===== config.mk =====
export PLATFORM = sky130hd
export DESIGN_NAME = deserializer
export DESIGN_NICKNAME = d
export VERILOG_FILES = /design/src/rtl/deserializer.sv
export SDC_FILE = /design/constraint.sdc
export NUM_CORES = 1
export LEC_CHECK = 0
export ABC_AREA = 1
export CAP_MARGIN = 20
export CORE_MARGIN = 3
export CORE_UTILIZATION = 45
export DETAILED_ROUTE_END_ITERATION = 7
export PLACE_DENSITY_LB_ADDON = 0.3
export SETUP_SLACK_MARGIN = 0.4
export SYNTH_ARGS = -nofsm -noshare
export SYNTH_HDL_FRONTEND = slang
export SYNTH_SLANG_ARGS = --single-unit

===== constraint.sdc =====
create_clock -name clk_i -period 2.9 [get_ports clk_i]
set_input_delay 0.58 -clock clk_i [delete_from_list [all_inputs] [get_ports clk_i]]
set_output_delay 0.58 -clock clk_i [all_outputs]
set_load 0.01 [all_outputs]

===== src/rtl/deserializer.sv =====
// Serial-to-parallel receiver: reassembles MSB-first bursts of 1..16 bits into a word plus bit count.
// Define DESER_RIGHT_ALIGN_EN to right-align short words instead of left-aligning them.
module deserializer (
   input  logic        clk_i,
   input  logic        arst_n_i,
   input  logic        data_i,
   input  logic        data_val_i,
   output logic [15:0] deser_data_o,
   output logic [3:0]  deser_mod_o,
   output logic        deser_data_val_o,
   output logic        busy_o
);

   logic [15:0] r_shift;
   logic [4:0]  r_cnt;
   logic [15:0] r_data;
   logic [3:0]  r_mod;
   logic        r_data_val;
   logic        r_busy;

   logic [15:0] w_shift_next;
   logic        w_last_bit;
   logic        w_short_end;
   logic [15:0] w_short_word;

   assign w_shift_next = {r_shift[14:0], data_i};
   assign w_last_bit   = data_val_i && (r_cnt == 5'd15);
   assign w_short_end  = !data_val_i && (r_cnt != 5'd0);

`ifdef DESER_RIGHT_ALIGN_EN
   // The shift register is cleared at every termination, so it already holds zeros above the burst.
   assign w_short_word = r_shift;
`else
   logic [4:0] w_pad;
   assign w_pad        = 5'd16 - r_cnt;
   assign w_short_word = r_shift << w_pad;
`endif

   always_ff @(posedge clk_i or negedge arst_n_i) begin
      if (!arst_n_i) begin
         r_shift    <= '0;
         r_cnt      <= '0;
         r_data     <= '0;
         r_mod      <= '0;
         r_data_val <= 1'b0;
         r_busy     <= 1'b0;
      end else begin
         // NOTE: non-blocking assignments throughout; the default below makes the valid a one-cycle pulse.
         r_data_val <= 1'b0;
         if (data_val_i) begin
            if (w_last_bit) begin
               r_data     <= w_shift_next;
               r_mod      <= 4'd0;
               r_data_val <= 1'b1;
               r_cnt      <= '0;
               r_shift    <= '0;
               r_busy     <= 1'b0;
            end else begin
               r_shift <= w_shift_next;
               r_cnt   <= r_cnt + 5'd1;
               r_busy  <= 1'b1;
            end
         end else if (w_short_end) begin
            r_data     <= w_short_word;
            r_mod      <= r_cnt[3:0];
            r_data_val <= 1'b1;
            r_cnt      <= '0;
            r_shift    <= '0;
            r_busy     <= 1'b0;
         end
      end
   end

   assign deser_data_o     = r_data;
   assign deser_mod_o      = r_mod;
   assign deser_data_val_o = r_data_val;
   assign busy_o           = r_busy;

endmodule


# [After elaboration in Yosys (flattened, before gate mapping)]
# Cells that the tools add are included.
[word_totals] reg_bits=43 latchBits=0 mem_bits_rw=0 romBits=0 output_inout_bits=22 word_cells=35 mem_count=0
[classes] addsub=2 n_mul=0 div=0 order_cmp=0 eq_ne=2 n_shift=1 mux=18 bitwise=0 n_reduce_logical=6
[ops] operator="two-way mux 16 bit" n=6
[ops] operator="<< shifter 16 x 5 -> 16 bit" n=1
[ops] operator="two-way mux 5 bit" n=3
[ops] operator="two-way mux 4 bit" n=3
[ops] operator="two-way mux 1 bit" n=6
[ops] operator="adder 5 x 1 -> 5 bit (second input constant)" n=1
[ops] operator="equality test 5 x 4 -> 1 bit (second input constant)" n=1
[ops] operator="nonzero test 5 bit" n=1
[ops] operator="subtractor 5 bit (first input constant)" n=1
[ops] operator="logical AND 1 bit" n=2
[ops] operator="inequality test 2 x 1 -> 1 bit (second input constant)" n=1
[ops] operator="AND reduction 2 bit" n=1
[ops] operator="nonzero test 2 bit" n=1
[ops] operator="logical NOT 1 bit" n=1

# [Longest topological paths before layout]
# Gate-level depths: netlist of run 1.
[depth] word_depth=4 depth_mapped=17

# [Worst setup path after synthesis of run 1]
# OpenSTA, ideal clock, no wires.
[synth_timing] path_kind="register to register" from="register r_cnt[0]" to="register r_data[15], in the netlist deser_data_o[15]" arrival_time_ns=2.185 required_time_ns=2.787 path_slack_ns=0.602 path_stages_with_launch=18 path_buffers=4 period_less_slack_ns=2.298 cell_sequence="dfrtp_1 > buf_6 > inv_2 > buf_6 > buf_4 > ha_1 > nand2_2 > nor2_1 > ha_1 > inv_2 > nor2_8 > inv_2 > nand2_4 > inv_4 > buf_6 > or2_1 > nand2_1 > inv_1"
[synth_via] elab_chain_cells=4 word_cells_on_any_way=11 classes_between="add/sub (1); eq/ne (2); shift (1); mux (2); reduce/logical (5)"
[synth_lines] element="start, declared" line_no="15" rtl="logic [4:0] r_cnt;"
[synth_lines] element="start signal, assigned" line_no="60" rtl="r_cnt <= r_cnt + 5'd1;"
[synth_lines] element="subtractor 5 bit, or another cell as far along" line_no="35" rtl="assign w_pad = 5'd16 - r_cnt;"
[synth_lines] element="<< shifter 16 x 5 -> 16 bit, or another cell as far along" line_no="36" rtl="assign w_short_word = r_shift << w_pad;"
[synth_lines] element="two-way mux 16 bit, or another cell as far along" line_no="63" rtl="end else if (w_short_end) begin"
[synth_lines] element="two-way mux 16 bit / AND reduction 2 bit (equally long branches)"
[synth_lines] element="end signal, assigned" line_no="52" rtl="r_data <= w_shift_next;"
[synth_lines] element="end signal, assigned" line_no="64" rtl="r_data <= w_short_word;"
[synth_lines] element="end, declared" line_no="16" rtl="logic [15:0] r_data;"
# Several ways; a longest one is shown, not always the timed one. The select of a mux whose other input is x is not followed.
# A chain may end at the register's enable or synchronous reset.

# [Worst setup path in the final report of run 1]
[layout_timing] from="register r_cnt[1]" to="register r_data[13], in the netlist deser_data_o[13]"
# Same word-level chain as after synthesis.

==> results of run 1 <==
-- metrics by stage --
step / area [um^2] / instances
floorplan: 2570 / 354
CTS: 2910 / 446
global placement: 2820 / 437
finish: 2910 / 446
global route: 2910 / 446
detailed placement: 2820 / 437
-- per-layer routing --
layer | up-vias | part of all wire, % | track usage [%] | wire, um
met5 | - | 0 | 0 | 0
met4 | 0 | 2.3 | 8.28 | 146
met3 | 17 | 6.3 | 3.84 | 402
met2 | 97 | 47 | 33.9 | 2960
met1 | 1162 | 45 | 27.8 | 2840
li1 | 1177 | - | - | -
-- timing repair --
item / in CTS / in global routing
endpoints found under the setup margin: 3 / 0
gates resized for setup: 0 / 0
setup buffers: 1 / 0
-- final timing paths --
| check | to | slack, ns | depth (start not counted) |
|---|---|---|---|
| min in group clk_i | busy_o | 0.48 | 2 |
| setup reg to reg | deser_data_o[13] | 0.59 | 13 |
| hold / removal | r_shift[1] | 0.43 | 1 |
| setup / recovery | deser_data_o[13] | 0.59 | 13 |
| max in group asynchronous | r_shift[10] | 1.88 | 1 |
| hold reg to reg | busy_o | 0.48 | 2 |
-- power by group through the flow --
stage                     sequential, mW  combinational, mW  clock (mW)
after floorplan                    0.926               1.21           0
after global placement             0.878               1.73           0
after detailed placement           0.881               1.75           0
after CTS                          0.870               1.76       0.380
after global routing               0.888               1.98       0.414
final                              0.868               1.78       0.366
-- registers in the layout (all words and copies together), names as in the netlist --
| name | cells |
|---|---|
| deser_data_o | 16 |
| busy_o | 1 |
| deser_data_val_o | 1 |
| r_shift | 16 |
| deser_mod_o | 4 |
| r_cnt | 5 |
-- cells in the final DEF, fill, tap and decap left out, drive strengths merged --
master,n
o21a,1
clkinv,2
buf,8
dfrtp,43
clkbuf,7
nor2,27
nand2,138
xor2,1
inv,23
o21ai,21
ha,3
nand3,53
a31oi,3
clkdlybuf4s50,24
xnor2,1
o31ai,4
or2,4
o22ai,3
a21oi,10
-- cell families after synthesis --
group                      after synthesis  share of synthesized area (%)
buffers and inverters                   42                           8.34
and+or+nand+nor                        222                           37.4
xor gates and xnor gates                 2                          0.683
AOI/OAI and AO/OA                       42                           10.1
DFF                                     43                           41.9
adders and majority gates                3                           1.46
-- cell type report --
class                      instances  area, um^2
tap                               70        87.6
fill                             509        2390
timing repair buffer              32         298
clock buffer                       7        76.3
sequential                        43        1080
inverter                          24        92.6
multi-input combinational        269        1280
clock inverter                     1        5.00
==> impl_metrics.yaml, run 1 <==
global_routing:
  grt-ovfl-total: 0
  grt_start_max_net_pins: 44
  first_global_vias: 2278
  grt.total_usage_pct: 21.0
  antenna_found_initial: 0
  grt_first_pass_wirelength_mm: 10.9
finish:
  antenna_cells_inserted: 0
  areaGrowthSynthToFinish_pct: 13.5
  drive_above_1_share_pct: 9.04
  finalCoreUtilization_pct: 54.9
  nNetsFinal: 382
yosys:
  synthCells: 354
  number_of_flops_mapped_to_enable_cells_by_yosys: 0
  synth_top_area_share_pct: 41.9
  post_syn_area_per_cell_um2: 7.25
  seq_area_frac_synth_pct: 41.9
  yosys_warnings: 0
  ys_types: 30
  synth-seq-cells: 43
  fraction_of_registers_with_async_set_reset_pct: 100
  synthesis.area_um2: 2570
  yosys-top-cells-count: "nand2_1, nand3_1, dfrtp_1"
  synth.net_count: 361
  synth_ff_type: "dfrtp_1"
  yosysMostFrequentCell: "nand2_1"
  yosysTopAreaCell: "dfrtp_1"
  synth_area_leaders: "dfrtp_1, nand2_1, nand3_1, o21ai_0, nor2_1"
route:
  route.antenna.remaining_nets: 0
  drt_iter0_drc: 221
  drt_pre_antenna_iters: 5
  drc_errors: 0
  vias: 2453
  route.detailed.wl_per_inst_um: 14.2
  totalWireLength_mm: 6.35
  detail_route.vias_per_cell: 5.50
power:
  power.switching_fraction_pct: 46.9
  pwr-share-clk_pct: 12.2
  cell_internal_pwr_mw: 1.60
  power_switching_mw: 1.41
  power.ir.vdd_worst_v: 0.000471
  power_leakage_nw: 1.40
  design_power_total_mw: 3.01
  power-per-cell-area_nw_per_um2: 1030
  register_share_of_total_power_pct: 28.8
  share_comb_of_total_power_pct: 59.0
timing:
  final_hold_viol_count: 0
  grt_setup_unrepaired: "false"
  timing.final.max_slew_violations: 0
  setup_ws_ns: 0.586
  worst_slew_margin_relative_to_its_limit_pct: 36.7
  clock_skew_ns: 0.00858
  timing.final.setup_violations: 0
  setup-tns-final_ns: 0
  final.hold.worst_slack_ns: 0.432
  max_freq_mhz: 432
  post-route-min-period_ns: 2.31
  tightest_slew_ns: 0.949
  finalCritPeriodShare_pct: 79.8
run_status:
  outcome: "finished, final reports clean"
clocking:
  clk_latency_ns: 0.29
  clk_pin_slew_worst_paths_ns: 0.08
  count_of_clock_tree_sinks: 43
  cts_made_buffers: 5
  ctsHtreeMaxLevel: 2
  cts.path.max_buffers: 2
  clock-root-buffer: "clkbuf_8"
  holdBufCountCts: 0
  cts_tree: "yes"
worst_setup_path:
  critical-path-top-delay-family: "simple AND/OR/NAND/NOR gates"
  required_ns: 3.09
  setup.worst_path.end_class: "register"
  cp_num_buf_inv: 5
  reg2reg_from: "r_cnt[1]"
  criticalPathCategory: "reg2reg"
  worstPathArrival_ns: 2.50
  timing.critical_path.cells: "inv_1 > ha_1 > nand2_2 > nor2_1 > ha_1 > inv_2 > nor2_8 > inv_2 > nand2_4 > inv_4 > or2_2 > nand2_1 > inv_1"
  worst_path_fanout_max: 23
  critical_path.max_stage_delay_ns: 0.42
  crit_path_launch: "r_cnt[1]"
  timing.critical_path.from_type: "register"
  critPathSlowestCell: "dfrtp_1"
floorplanning:
  io_pins: 26
  die_area_um2: 6640
  core_area_um2: 5300
  fp.dieH_um: 81.5
  die_extent_in_x_um: 81.5
  floorplan.rows: 26
  initial_util_pct: 48.4
placed_design:
  hpwlAfterDp_mm: 4.46
  numPortBuffers: 25
  finalWeightedCongestion: 0.912
  minimum_setup_slack_after_placement_ns: 0.371
worst_hold_path:
  kind_of_path_behind_the_tightest_hold_check: "in2async"
run:
  cap_violations: 0
(Power assumes the default switching activity.)
==> run 2: changes to the inputs <==
==> constraint.sdc (replaced) <==
create_clock -name clk_i -period 2.4 [get_ports clk_i]
set_input_delay 0.48 -clock clk_i [delete_from_list [all_inputs] [get_ports clk_i]]
set_output_delay 0.48 -clock clk_i [all_outputs]
set_load 0.01 [all_outputs]
==> impl_metrics.yaml, run 2 (synthesized netlist as in run 1, its figures left out) <==
clocking:
  ctsHtreeMaxLevel: 2
  cts_made_buffers: 5
  clk_pin_slew_worst_paths_ns: 0.09
  cts.path.max_buffers: 2
  cts_tree: "yes"
  clk_latency_ns: 0.30
  clock-root-buffer: "clkbuf_8"
  count_of_clock_tree_sinks: 43
floorplanning:
  io_pins: 26
  die_extent_in_x_um: 81.5
  core_area_um2: 5300
  die_area_um2: 6640
  floorplan.rows: 26
  fp.dieH_um: 81.5
  initial_util_pct: 48.4
timing:
  timing.final.setup_violations: 0
  max_freq_mhz: 526
  clock_skew_ns: 0.0124
  post-route-min-period_ns: 1.90
  setup-tns-final_ns: 0
  tightest_slew_ns: 0.654
  final_hold_viol_count: 0
  worst_slew_margin_relative_to_its_limit_pct: 56.4
  timing.final.max_slew_violations: 0
  finalCritPeriodShare_pct: 79.3
  grt_setup_unrepaired: "false"
worst_setup_path:
  reg2reg_from: "r_cnt[0]"
  worst_path_fanout_max: 19
  rr_worst_depth: 9
  worstPathArrival_ns: 2.08
  critPathSlowestCell: "dfrtp_1"
  rr_endpoint: "deser_data_o[7]"
  r2r_slack_ns: 0.50
  critical_path.max_stage_delay_ns: 0.40
  worstSetupEndpoint: "deser_data_o[7]"
  timing.critical_path.cells: "buf_8 > ha_2 > nand3_4 > o21ai_4 > buf_4 > nand2_4 > buf_4 > a21oi_1 > a21oi_1"
  required_ns: 2.58
  setup.worst_path.end_class: "register"
  crit_path_launch: "r_cnt[0]"
  timing.critical_path.from_type: "register"
  criticalPathCategory: "reg2reg"
worst_hold_path:
  kind_of_path_behind_the_tightest_hold_check: "in2async"
route:
  totalWireLength_mm: 7.03
  detail_route.vias_per_cell: 5.55
  route.antenna.remaining_nets: 0
  route.detailed.wl_per_inst_um: 15.0
  drt_pre_antenna_iters: 6
  drc_errors: 0
  drt_iter0_drc: 445
  vias: 2602
placed_design:
  hpwlAfterDp_mm: 4.54
  numPortBuffers: 25
  finalWeightedCongestion: 0.931
finish:
  areaGrowthSynthToFinish_pct: 26.6
  finalCoreUtilization_pct: 61.3
  nNetsFinal: 405
  final_common_cell: "nand2_1"
  drive_above_1_share_pct: 18.5
  final_cell_mix: "nand2_1, nand3_1, dfrtp_1, clkdlybuf4s50_1"
  antenna_cells_inserted: 0
power:
  power_leakage_nw: 1.55
  power-per-cell-area_nw_per_um2: 1290
  design_power_total_mw: 4.19
  power.ir.vdd_worst_v: 0.000685
global_routing:
  antenna_found_initial: 0
  grt-ovfl-total: 0
  grt_first_pass_wirelength_mm: 11.2
  grt.total_usage_pct: 21.7
  grt_start_max_net_pins: 31
  first_global_vias: 2361
run_status:
  outcome: "finished, final reports clean"
run:
  cap_violations: 0
run 2: metrics by stage:
step                cells  hold slack (ns)  cell area [um^2]  setup WS, ns
floorplan             354            0.184              2590         0.178
global placement      439            0.473              2860         0.230
detailed placement    439            0.465              2860         0.194
CTS                   453            0.222              3030         0.422
global route          469            0.240              3250         0.403
finish                469            0.201              3250         0.497
run 2: worst min-delay path by stage:
stage	from	end	slack (ns)	depth (start not counted)
after floorplan	arst_n_i	busy_o	0.18	0
after global placement	deser_data_o[3]	deser_data_o[3]	0.47	2
after detailed placement	deser_data_o[3]	deser_data_o[3]	0.46	2
after CTS	arst_n_i	deser_mod_o[3]	0.22	1
after global routing	arst_n_i	deser_data_o[0]	0.24	1
final	arst_n_i	deser_mod_o[3]	0.20	1
run 2: critical path: cells and delay by family (launching register included):
kind	cells	cell delay (ns)
buffers and inverters	3	0.50
AOI/OAI and AO/OA	3	0.49
DFF	1	0.40
adders and majority gates	1	0.23
and+or+nand+nor	2	0.15
run 2: layer usage:
layer,GRT usage [%],share of wire (%),wire length (um),vias to the layer above
met4,9.46,4.1,286,0
met5,0,0,0,-
li1,-,-,-,1233
met3,3.73,7.5,526,26
met1,30.4,43,3020,1208
met2,32.9,45,3200,135
run 2: report_power, final:
group | leakage (nW) | switching, mW | internal [mW]
Clock | 0.0612 | 0.247 | 0.337
Sequential | 0.561 | 0.134 | 0.917
Combinational | 0.930 | 1.51 | 1.05
Total | 1.55 | 1.89 | 2.30
run 2: area by class of cell:
class / count / area, um^2
fill: 468 / 2050
clock inverter: 2 / 35.0
tap: 70 / 87.6
timing repair buffer: 52 / 475
inverter: 24 / 113
sequential: 43 / 1080
multi-input combinational: 270 / 1360
timing repair inverter: 2 / 17.5
clock buffer: 6 / 82.6
run 2: what timing repair did:
action / CTS / global route
pin swaps: 3 / 9
resized for setup: 4 / 26
gates cloned: 0 / 3
buffers inserted: 6 / 13
endpoints found under the setup margin: 15 / 15
hold endpoints to repair: 0 / 0
hold buffers: 0 / 0
==> run 3: changes to the inputs <==
==> constraint.sdc (replaced) <==
create_clock -name clk_i -period 1.5 [get_ports clk_i]
set_input_delay 0.3 -clock clk_i [delete_from_list [all_inputs] [get_ports clk_i]]
set_output_delay 0.3 -clock clk_i [all_outputs]
set_load 0.01 [all_outputs]
==> impl_metrics.yaml, run 3 (synthesized netlist as in run 1, its figures left out) <==
run_status:
  outcome: "finished with violations"
  failed_checks: "setup timing"
timing:
  max_freq_mhz: 512
  timing.final.setup_violations: 43
  tightest_slew_ns: 0.476
  timing.final.max_slew_violations: 0
  worst_slew_margin_relative_to_its_limit_pct: 68.3
  final_hold_viol_count: 0
  clock_skew_ns: 0.00907
  setup_ws_ns: -0.452
  post-route-min-period_ns: 1.95
  final.hold.worst_slack_ns: 0.486
  finalCritPeriodShare_pct: 130
  grt_setup_unrepaired: "true"
worst_setup_path:
  worst_path_fanout_max: 2
  criticalPathCategory: "reg2reg"
  timing.critical_path.from_type: "register"
  critPathSlowestCell: "dfrtp_1"
  required_ns: 1.67
  setup.worst_path.end_class: "register"
  critical_path.max_stage_delay_ns: 0.41
  worstPathArrival_ns: 2.13
  timing.critical_path.cells: "inv_2 > ha_4 > nand2_4 > nor2_4 > ha_4 > inv_2 > nor2_4 > buf_4 > nand3_2 > a21oi_2 > nor2_1 > a21oi_2"
finish:
  sequential_cell_area_um2: 1080
  multi_input_area_um2: 1740
  areaGrowthSynthToFinish_pct: 59.7
  final_cell_count_no_fill: 516
  final.fill_count: 321
  final_common_cell: "nand2_1"
  final_cell_mix: "nand2_1, buf_4, dfrtp_1, nand3_1, buf_2"
  drive_above_1_share_pct: 47.1
  antenna_cells_inserted: 0
  nNetsFinal: 452
  fin_area_um2: 4100
route:
  route.antenna.remaining_nets: 0
  drt_pre_antenna_iters: 6
  route.detailed.wl_per_inst_um: 19.3
  drt_iter0_drc: 388
  totalWireLength_mm: 9.96
  drc_errors: 0
  detail_route.vias_per_cell: 5.93
  vias: 3061
global_routing:
  grt.total_usage_pct: 28.3
  grt_start_max_net_pins: 25
  antenna_found_initial: 0
  grt-ovfl-total: 0
  grt_first_pass_wirelength_mm: 14.3
  first_global_vias: 2877
clocking:
  clk_latency_ns: 0.29
  clock-root-buffer: "clkbuf_8"
  cts.path.max_buffers: 2
  clk_pin_slew_worst_paths_ns: 0.09
  cts_made_buffers: 5
  ctsHtreeMaxLevel: 2
  count_of_clock_tree_sinks: 43
  cts_tree: "yes"
placed_design:
  placed_cells: 469
  minimum_setup_slack_after_placement_ns: -0.383
  placement.cell_area_um2: 3120
  hpwlAfterDp_mm: 4.88
  finalWeightedCongestion: 0.913
  numPortBuffers: 25
floorplanning:
  floorplan.rows: 26
  initial_util_pct: 48.4
  fp.dieH_um: 81.5
  die_extent_in_x_um: 81.5
  die_area_um2: 6640
  io_pins: 26
  core_area_um2: 5300
power:
  power_leakage_nw: 2.11
  power-per-cell-area_nw_per_um2: 2150
  power.ir.vdd_worst_v: 0.00123
worst_hold_path:
  kind_of_path_behind_the_tightest_hold_check: "in2async"
run:
  cap_violations: 0
run 3: routing by layer:
| layer | track usage (%) | part of all wire (%) |
|---|---|---|
| met1 | 34.2 | 35 |
| met2 | 47.8 | 46 |
| met3 | 5.04 | 9.8 |
| met4 | 15.2 | 9.1 |
| met5 | 0 | 0 |
run 3: worst max-delay path: cells and delay by family (launching register included):
kind,cells,cell delay [ns]
simple gates,5,0.59
flops,1,0.41
buf+inv,3,0.30
fa+ha+maj,2,0.38
compound gates,2,0.14
run 3: cell type report:
type	instances	share of cell area, %
sequential	43	26.3
clock buffer	8	2.44
multi-input combinational	269	42.4
timing repair buffer	102	24.2
tap	70	2.14
inverter	24	2.56
run 3: per-stage QoR:
stage / utilization, % / TNS (ns) / power (mW)
floorplan: - / -19.42 / 4.18
global placement: 58.8 / -7.25 / 5.67
detailed placement: 58.8 / -9.73 / 5.75
CTS: 70.0 / -7.09 / 7.69
global route: 77.3 / -16.25 / 9.28
finish: 77.3 / -13.78 / 8.81
run 3: path summary, 6_finish.rpt:
| check | from | end | slack, ns | cells after the start |
|---|---|---|---|---|
| setup reg to reg | r_cnt[0] | deser_data_o[8] | -0.45 | 12 |
| hold / removal | arst_n_i | deser_data_o[4] | 0.49 | 2 |
| min in group clk_i | deser_data_o[2] | deser_data_o[2] | 0.49 | 2 |
| max in group asynchronous | arst_n_i | r_cnt[1] | 0.52 | 3 |
| hold reg to reg | deser_data_o[2] | deser_data_o[2] | 0.49 | 2 |
| setup / recovery | r_cnt[0] | deser_data_o[8] | -0.45 | 12 |
run 3: repair_timing:
item / CTS / global route
buffers inserted: 24 / 9
hold endpoints to repair: 19 / 0
cloned: 5 / 0
resized for setup: 171 / 73
hold buffers: 1 / 0
endpoints found under the setup margin: 65 / 65
pin swaps: 21 / 14
run 3: report_power, final:
part           switching, mW  internal, mW
clock network          0.405         0.421
registers              0.208          1.46
logic                   3.50          2.80
